===== config.mk =====
export PLATFORM = sky130hd
export DESIGN_NAME = fraction_multiplier_n
export DESIGN_NICKNAME = d
export VERILOG_FILES = /design/src/rtl/fraction_mul_pkg.sv /design/src/rtl/frac_mul_addsub.sv /design/src/rtl/fraction_multiplier_n.sv
export SDC_FILE = /design/constraint.sdc
export NUM_CORES = 1
export LEC_CHECK = 0
export ABC_CLOCK_PERIOD_IN_PS = 4300
export CAP_MARGIN = 15
export CORE_ASPECT_RATIO = 2
export CORE_MARGIN = 2
export CORE_UTILIZATION = 58
export DETAILED_ROUTE_END_ITERATION = 7
export PLACE_DENSITY = 0.85
export SETUP_SLACK_MARGIN = 0.1
export SYNTH_ARGS = -nofsm -noshare
export SYNTH_HDL_FRONTEND = slang
export SYNTH_SLANG_ARGS = --single-unit

===== constraint.sdc =====
create_clock -name CLK -period 4.3 [get_ports CLK]
set_input_delay 0.43 -clock CLK [delete_from_list [all_inputs] [get_ports CLK]]
set_output_delay 0.43 -clock CLK [all_outputs]
set_load 0.01 [all_outputs]

===== src/rtl/fraction_mul_pkg.sv =====
// Shared types and constants for the signed fraction multiplier.
// FSM state encoding and the default operand width live here.
package fraction_mul_pkg;

   localparam int FMUL_N_DEF = 8;

   typedef enum logic [1:0] {
      S_IDLE = 2'd0,
      S_ADD  = 2'd1,
      S_SUB  = 2'd2,
      S_DONE = 2'd3
   } state_t;

endpackage


===== src/rtl/frac_mul_addsub.sv =====
// Sign-extending (N+1)-bit add/subtract of the partial product and MC.
// i_en=0 passes the sign-extended partial product straight through.
module frac_mul_addsub
   import fraction_mul_pkg::*;
#(
   parameter int N = FMUL_N_DEF
) (
   input  logic [N-1:0] i_a,
   input  logic [N-1:0] i_mc,
   input  logic         i_en,
   input  logic         i_sub,
   output logic [N:0]   o_sum
);

   logic [N:0] w_a;
   logic [N:0] w_mc;
   logic [N:0] w_op;

   assign w_a  = {i_a[N-1], i_a};
   assign w_mc = {i_mc[N-1], i_mc};

   // Sign bit of the multiplier carries negative weight, hence the subtract.
   always_comb begin
      w_op = '0;
      if (i_en) begin
         if (i_sub) w_op = ~w_mc + (N+1)'(1);
         else       w_op = w_mc;
      end
   end

   assign o_sum = w_a + w_op;

endmodule


===== src/rtl/fraction_multiplier_n.sv =====
// Sequential add-shift multiplier for Q1.(N-1) signed fractions.
// Define FRAC_MUL_SAT_EN to saturate -1 x -1 and raise Ovf.
module fraction_multiplier_n
   import fraction_mul_pkg::*;
#(
   parameter int N = FMUL_N_DEF
) (
   input  logic           CLK,
   input  logic           Rst,
   input  logic           St,
   input  logic [N-1:0]   Mplier,
   input  logic [N-1:0]   Mcand,
   output logic [2*N-2:0] Product,
   output logic           Done,
   output logic           Busy,
   output logic           Ovf
);

   localparam int CW = $clog2(N);
   localparam logic [CW-1:0] LAST = CW'(N-2);

   state_t           r_state;
   state_t           w_next;
   logic [N-1:0]     r_a;
   logic [N-1:0]     r_b;
   logic [N-1:0]     r_mc;
   logic [CW-1:0]    r_cnt;
   logic [2*N-2:0]   r_prod;
   logic             r_done;
   logic [N:0]       w_sum;
   logic             w_sub;
   logic             w_shift;

   assign w_sub   = (r_state == S_SUB);
   assign w_shift = (r_state == S_ADD) || (r_state == S_SUB);

   frac_mul_addsub #(.N(N)) u_addsub (
      .i_a   (r_a),
      .i_mc  (r_mc),
      .i_en  (r_b[0]),
      .i_sub (w_sub),
      .o_sum (w_sum)
   );

   always_ff @(posedge CLK or posedge Rst) begin
      if (Rst) r_state <= S_IDLE;
      else     r_state <= w_next;
   end

   always_comb begin
      w_next = r_state;
      unique case (r_state)
         S_IDLE: if (St) w_next = S_ADD;
         S_ADD:  if (r_cnt == LAST) w_next = S_SUB;
         S_SUB:  w_next = S_DONE;
         S_DONE: w_next = S_IDLE;
         default: w_next = S_IDLE;
      endcase
   end

   always_ff @(posedge CLK or posedge Rst) begin
      if (Rst) begin
         r_a   <= '0;
         r_b   <= '0;
         r_mc  <= '0;
         r_cnt <= '0;
      end else if (r_state == S_IDLE) begin
         if (St) begin
            r_a   <= '0;
            r_b   <= Mplier;
            r_mc  <= Mcand;
            r_cnt <= '0;
         end
      end else if (w_shift) begin
         r_a <= w_sum[N:1];
         r_b <= {w_sum[0], r_b[N-1:1]};
         if (r_state == S_ADD && r_cnt != LAST)
            r_cnt <= r_cnt + CW'(1);
      end
   end

   always_ff @(posedge CLK or posedge Rst) begin
      if (Rst) r_done <= 1'b0;
      else     r_done <= (r_state == S_DONE);
   end

`ifdef FRAC_MUL_SAT_EN
   localparam logic [N-1:0]   MINV = {1'b1, {(N-1){1'b0}}};
   localparam logic [2*N-2:0] MAXP = {1'b0, {(2*N-2){1'b1}}};

   logic r_neg1;
   logic r_ovf;

   // B is shifted away during the operation, so remember -1 x -1 at start.
   always_ff @(posedge CLK or posedge Rst) begin
      if (Rst) begin
         r_neg1 <= 1'b0;
      end else if (r_state == S_IDLE && St) begin
         r_neg1 <= (Mplier == MINV) && (Mcand == MINV);
      end
   end

   always_ff @(posedge CLK or posedge Rst) begin
      if (Rst) begin
         r_prod <= '0;
         r_ovf  <= 1'b0;
      end else if (r_state == S_DONE) begin
         if (r_neg1) begin
            r_prod <= MAXP;
            r_ovf  <= 1'b1;
         end else begin
            r_prod <= {r_a[N-2:0], r_b};
            r_ovf  <= 1'b0;
         end
      end
   end

   assign Ovf = r_ovf;
`else
   always_ff @(posedge CLK or posedge Rst) begin
      if (Rst)                    r_prod <= '0;
      else if (r_state == S_DONE) r_prod <= {r_a[N-2:0], r_b};
   end

   assign Ovf = 1'b0;
`endif

   assign Product = r_prod;
   assign Done    = r_done;
   assign Busy    = (r_state != S_IDLE);

endmodule

== Yosys cells after proc, flatten, opt, wreduce, memory -nomap -nowiden ==
Cells that the tools add are included.

* Input port bits: 19
* Output and inout bits: 18
* Register bits: 45
* Word-level logic and storage cells: 43

* Reductions and logical operators: 10
* Bitwise operators: 1
* Equal/unequal tests: 7
* $add $sub $neg: 3
* Muxes and demuxes: 15

{| class="wikitable"
|+ Operators by type and width
! cell !! number
|-
| 2-to-1 mux 8 bit || 6
|-
| 2-to-1 mux 9 bit || 2
|-
| 2-to-1 mux 3 bit || 4
|-
| adder 9 x 1 -> 9 bit, second input constant || 1
|-
| adder 9 bit || 1
|-
| inverter 9 bit || 1
|-
| one-hot mux 2 bit (4 select lines) || 1
|-
| AND reduction 2 bit || 3
|-
| nonzero test 2 bit || 3
|-
| equality test 2 bit, second input constant || 2
|-
| 2-to-1 mux 2 bit || 2
|-
| inequality test 2 bit, second input constant || 2
|-
| adder 3 x 1 -> 3 bit, second input constant || 1
|-
| equality test 3 bit, second input constant || 1
|-
| inequality test 3 bit, second input constant || 1
|-
| AND reduction 3 bit || 1
|-
| equality test 2 x 1 -> 1 bit, second input constant || 1
|-
| zero test 2 bit || 1
|-
| logical AND 1 bit || 1
|-
| logical OR 1 bit || 1
|}

== Longest topological paths before layout ==
* Word-level depth: 7
* Depth in mapped cells: 13
* Depth with buffers taken out: 12

== Hierarchy ==
From an unflattened synthesis, not the netlist that was laid out.

* Cells, all modules: 212
* Area total of the unflattened synthesis: 2,457.4 µm²

{| class="wikitable"
|+ By module, submodules not included
! module !! sequential area each (µm²) !! area each (µm²) !! cells an instance !! instances
|-
| fraction_multiplier_n || 1,126.1 || 1,910.6 || 140 || 1
|-
| frac_mul_addsub || 0.0 || 546.8 || 72 || 1
|}

== Worst setup path before layout ==
No wires, ideal clock.

* Kind: reg-to-reg
* Start: register r_state[0]
* End: register r_a[7]
* Stages on the path, launching flop included: 13
* Period minus slack after synthesis: 2.643 ns
* Setup slack: 1.657 ns
* Path buffers: 1
* Data arrival time: 2.504 ns
* Cell sequence: dfrtp_1 > inv_1 > ha_1 > clkbuf_1 > o41ai_1 > and3_1 > o21a_1 > ha_1 > o211ai_1 > a21o_1 > a21o_2 > a221oi_2 > o41ai_2

* Longest elaborated chain between the ends: 6
* Elaborated cells between the ends (all ways): 12
* Classes of those cells: 1 x add/sub; 3 x eq/ne; 4 x mux; 4 x reduce/logical

{| class="wikitable"
|+ RTL lines
! item !! line !! RTL
|-
| start: declaration || fraction_multiplier_n.sv:22 || <nowiki>state_t r_state;</nowiki>
|-
| start signal: assignment || fraction_multiplier_n.sv:47 || <nowiki>else r_state <= w_next;</nowiki>
|-
| equality test 2 bit || fraction_multiplier_n.sv:34, fraction_multiplier_n.sv:35 ||
|-
| 2-to-1 mux 9 bit || frac_mul_addsub.sv:26 || <nowiki>if (i_sub) w_op = ~w_mc + (N+1)'(1);</nowiki>
|-
| 2-to-1 mux 9 bit || frac_mul_addsub.sv:25 || <nowiki>if (i_en) begin</nowiki>
|-
| adder 9 bit || frac_mul_addsub.sv:31 || <nowiki>assign o_sum = w_a + w_op;</nowiki>
|-
| 2-to-1 mux 8 bit || fraction_multiplier_n.sv:74 || <nowiki>end else if (w_shift) begin</nowiki>
|-
| 2-to-1 mux 8 bit || fraction_multiplier_n.sv:67 || <nowiki>end else if (r_state == S_IDLE) begin</nowiki>
|-
| end signal: assignment || fraction_multiplier_n.sv:75 || <nowiki>r_a <= w_sum[N:1];</nowiki>
|-
| end: declaration || fraction_multiplier_n.sv:24 || <nowiki>logic [N-1:0] r_a;</nowiki>
|}

Parallel ways exist; a longest one is shown, timed or not. The select of a mux whose other input is x is not followed.
A chain may end at the register's enable or synchronous reset.

== Worst setup path after layout ==
Ends and elaborated chain as after synthesis.

==> reports/results.tsv <==
metric	value	unit
setup_tns	0	ns
ff2ff_path_depth	11	
wl	5.03	mm
ctsHoldBuffers	0	
post_cts_buffers	0	
worstSkewPairLatency	0.30	ns
vias	1847	
cp-start-kind	register	
clkTransAtPathRegs	0.08	ns
syn_inst	231	
postLayoutCellArea	2980	um2
n_antenna_cell	0	
synth_common_cells	dfrtp_1, mux2_2, nand2_1, ha_1, o21ai_0	
dr.first_iter.drc_count	33	
cts_buffers	5	
synth_nets	266	
synth.top_cell.area_share	45.4	%
worstHoldStart	Product[14]$_DFFE_PP0P_	
start_util	60.7	%
fmax	351	MHz
fin_crit_sh	66.2	%
ys_ff_latch	45	
setup_viol_count_final	0	
yosysMostFrequentCell	dfrtp_1	
route.detailed.drc	0	
rsz0062_at_grt	false	
cellPowerDensity	789	nW/um2
track_usage	23.1	%
clk_path_buf_depth	2	
worstSetupPathType	register to register	
dieWidth	50.3	um
syn_area	2480	um2
finalHoldViolCount	0	
synth_top_family_by_area	multiplexers	
worst_slack	1.45	ns
root_buffer	clkbuf_8	
grt-ovfl-total	0	
synth_mux_area_share	14.1	%
synth_xor_area_share	3.88	%
p_leak	0.00133	uW
cts.htree.levels	2	
synth_largest_area_cell	dfrtp_1	
clkSinkCount	45	
max-vdd-ir-drop	483	uV
arrival	3.03	ns
ios	37	
worstPathRequired	4.48	ns
viasPerCell	5.79	
path_max_fanout	11	
synth_area_per_cell	10.7	um2
die_h	96.5	um
cts_tree	built	
yosys-top-cells-area	dfrtp_1, mux2_2, ha_1	
cts-resized-gates	0	
grt_pass1_wl	8.28	mm
regToRegStartpoint	r_state[0]$_DFFE_PP0P_	
relSlewSlack	60.5	%
synth.yosys.seq_area_share	45.4	%
critPathLaunch	r_state[0]$_DFFE_PP0P_	
grt_pass1_vias	1850	
grt_util_met3	3.85	%
synth_cell_types	42	
yosys.area_share.adder	8.37	%
place_ws	1.50	ns
fillers	276	
grtUsageMet2	44.0	%
wl_per_cell	15.8	um
clock_skew	0.00228	ns
drive_gt1_share	15.7	%
worstSetupEndpointType	register	
nets	301	
place_area	2880	um2
antenna_found_initial	0	
async_flop_share	100	%
grtUsageMet1	23.3	%
dieArea	4850	um2
slew_violations	0	
yosys.area_share.simple	11.3	%
synth-compound-area-share	13.5	%
drtAntennaViolNets	0	
ys_warn_count	0	
dr.pass1.iters	4	
synth_edf_count	0	
grt_max_degree	46	
period_needed	2.85	ns
io_buffer_count	35	
max_cap_viol_count	0	
rows	33	
gp_congestion	0.850	
ys.flop_type	dfrtp_1	
syn_to_final_growth	20.0	%
core-area	4090	um2
worst-slew-pin-transition	0.584	ns
hold_depth	1	
dp_hpwl	3.66	mm
hp-class	register to register	
status	complete, no violations	
grt_busiest_layer	met2	
## stage by stage
step | util (%) | hold WS [ns] | std cells | power (uW)
floorplan | - | 0.465 | 231 | 1690
global placement | 70.4 | 0.489 | 311 | 2010
finish | 72.9 | 0.509 | 319 | 2350
CTS | 72.9 | 0.513 | 319 | 2370
detailed placement | 70.4 | 0.495 | 311 | 2070
global route | 72.9 | 0.524 | 319 | 2530
## final cells by class
class | count | area, um2 | share of cell area, %
repair buffers | 38 | 373 | 12.5
flip-flops and latches | 45 | 1130 | 37.8
clock inverters | 1 | 5.00 | 0.168
inverters | 11 | 41.3 | 1.39
clock buffers | 7 | 96.3 | 3.23
well taps | 52 | 65.1 | 2.18
multi-input cells | 165 | 1270 | 42.7
## metal layers
metal	up-vias	part of all wire, %
met2	36	59
met3	8	2.5
met5	-	0
li1	882	-
met4	0	2.4
met1	921	36
## cell families (layout without fill, tap and decap cells)
| kind of cell | Yosys count | after routing |
|---|---|---|
| xor gates and xnor gates | 11 | 11 |
| adders and majority gates | 16 | 16 |
| AOI/OAI and AO/OA | 48 | 48 |
| muxes | 32 | 32 |
| DFF | 45 | 45 |
| and+or+nand+nor | 57 | 57 |
| buffers and inverters | 21 | 57 |
| other | 1 | 1 |
## sequential cells by signal, indices dropped and copies added, names as in the netlist
register  cells
r_cnt         3
r_state       2
r_b           8
r_a           8
r_mc          8
Done          1
Product      15
## placed cells by master (no fill, tap or decap), drive strengths merged, types with 7 or more instances in the layout
master / synthesis / layout
mux2: 23 / 23
o21ai: 13 / 13
clkdlybuf4s50: 0 / 35
inv: 11 / 10
dfrtp: 45 / 45
ha: 15 / 15
nand2: 23 / 23
mux2i: 9 / 9
clkbuf: 5 / 7
a21oi: 8 / 8
nor2: 9 / 9
## final timing paths
check	end	slack, ns
max	r_a[7]$_DFFE_PP0P_	1.45
min	Product[14]$_DFFE_PP0P_	0.51
max reg2reg	r_a[7]$_DFFE_PP0P_	1.45
min reg2reg	Product[14]$_DFFE_PP0P_	0.51
max in group asynchronous	Product[7]$_DFFE_PP0P_	3.30
min in group asynchronous	Product[2]$_DFFE_PP0P_	0.60
## report_power, final
group	leakage, uW	total (uW)	switching [uW]	internal [uW]
logic	0.000710	1260	617	648
clock network	0.0000542	287	141	145
registers	0.000562	799	173	627
total	0.00133	2350	931	1420
## worst max-delay path, stage by stage, from the launching register on
cell,delay (ns)
dfrtp_1,0.42
inv_1,0.10
ha_1,0.38
o41ai_1,0.21
and3_1,0.21
o21a_1,0.17
ha_1,0.33
a21o_1,0.21
nor3_1,0.24
a21o_2,0.21
xor2_1,0.18
o41ai_2,0.07
Note: power is estimated with default switching activity, not from simulation.
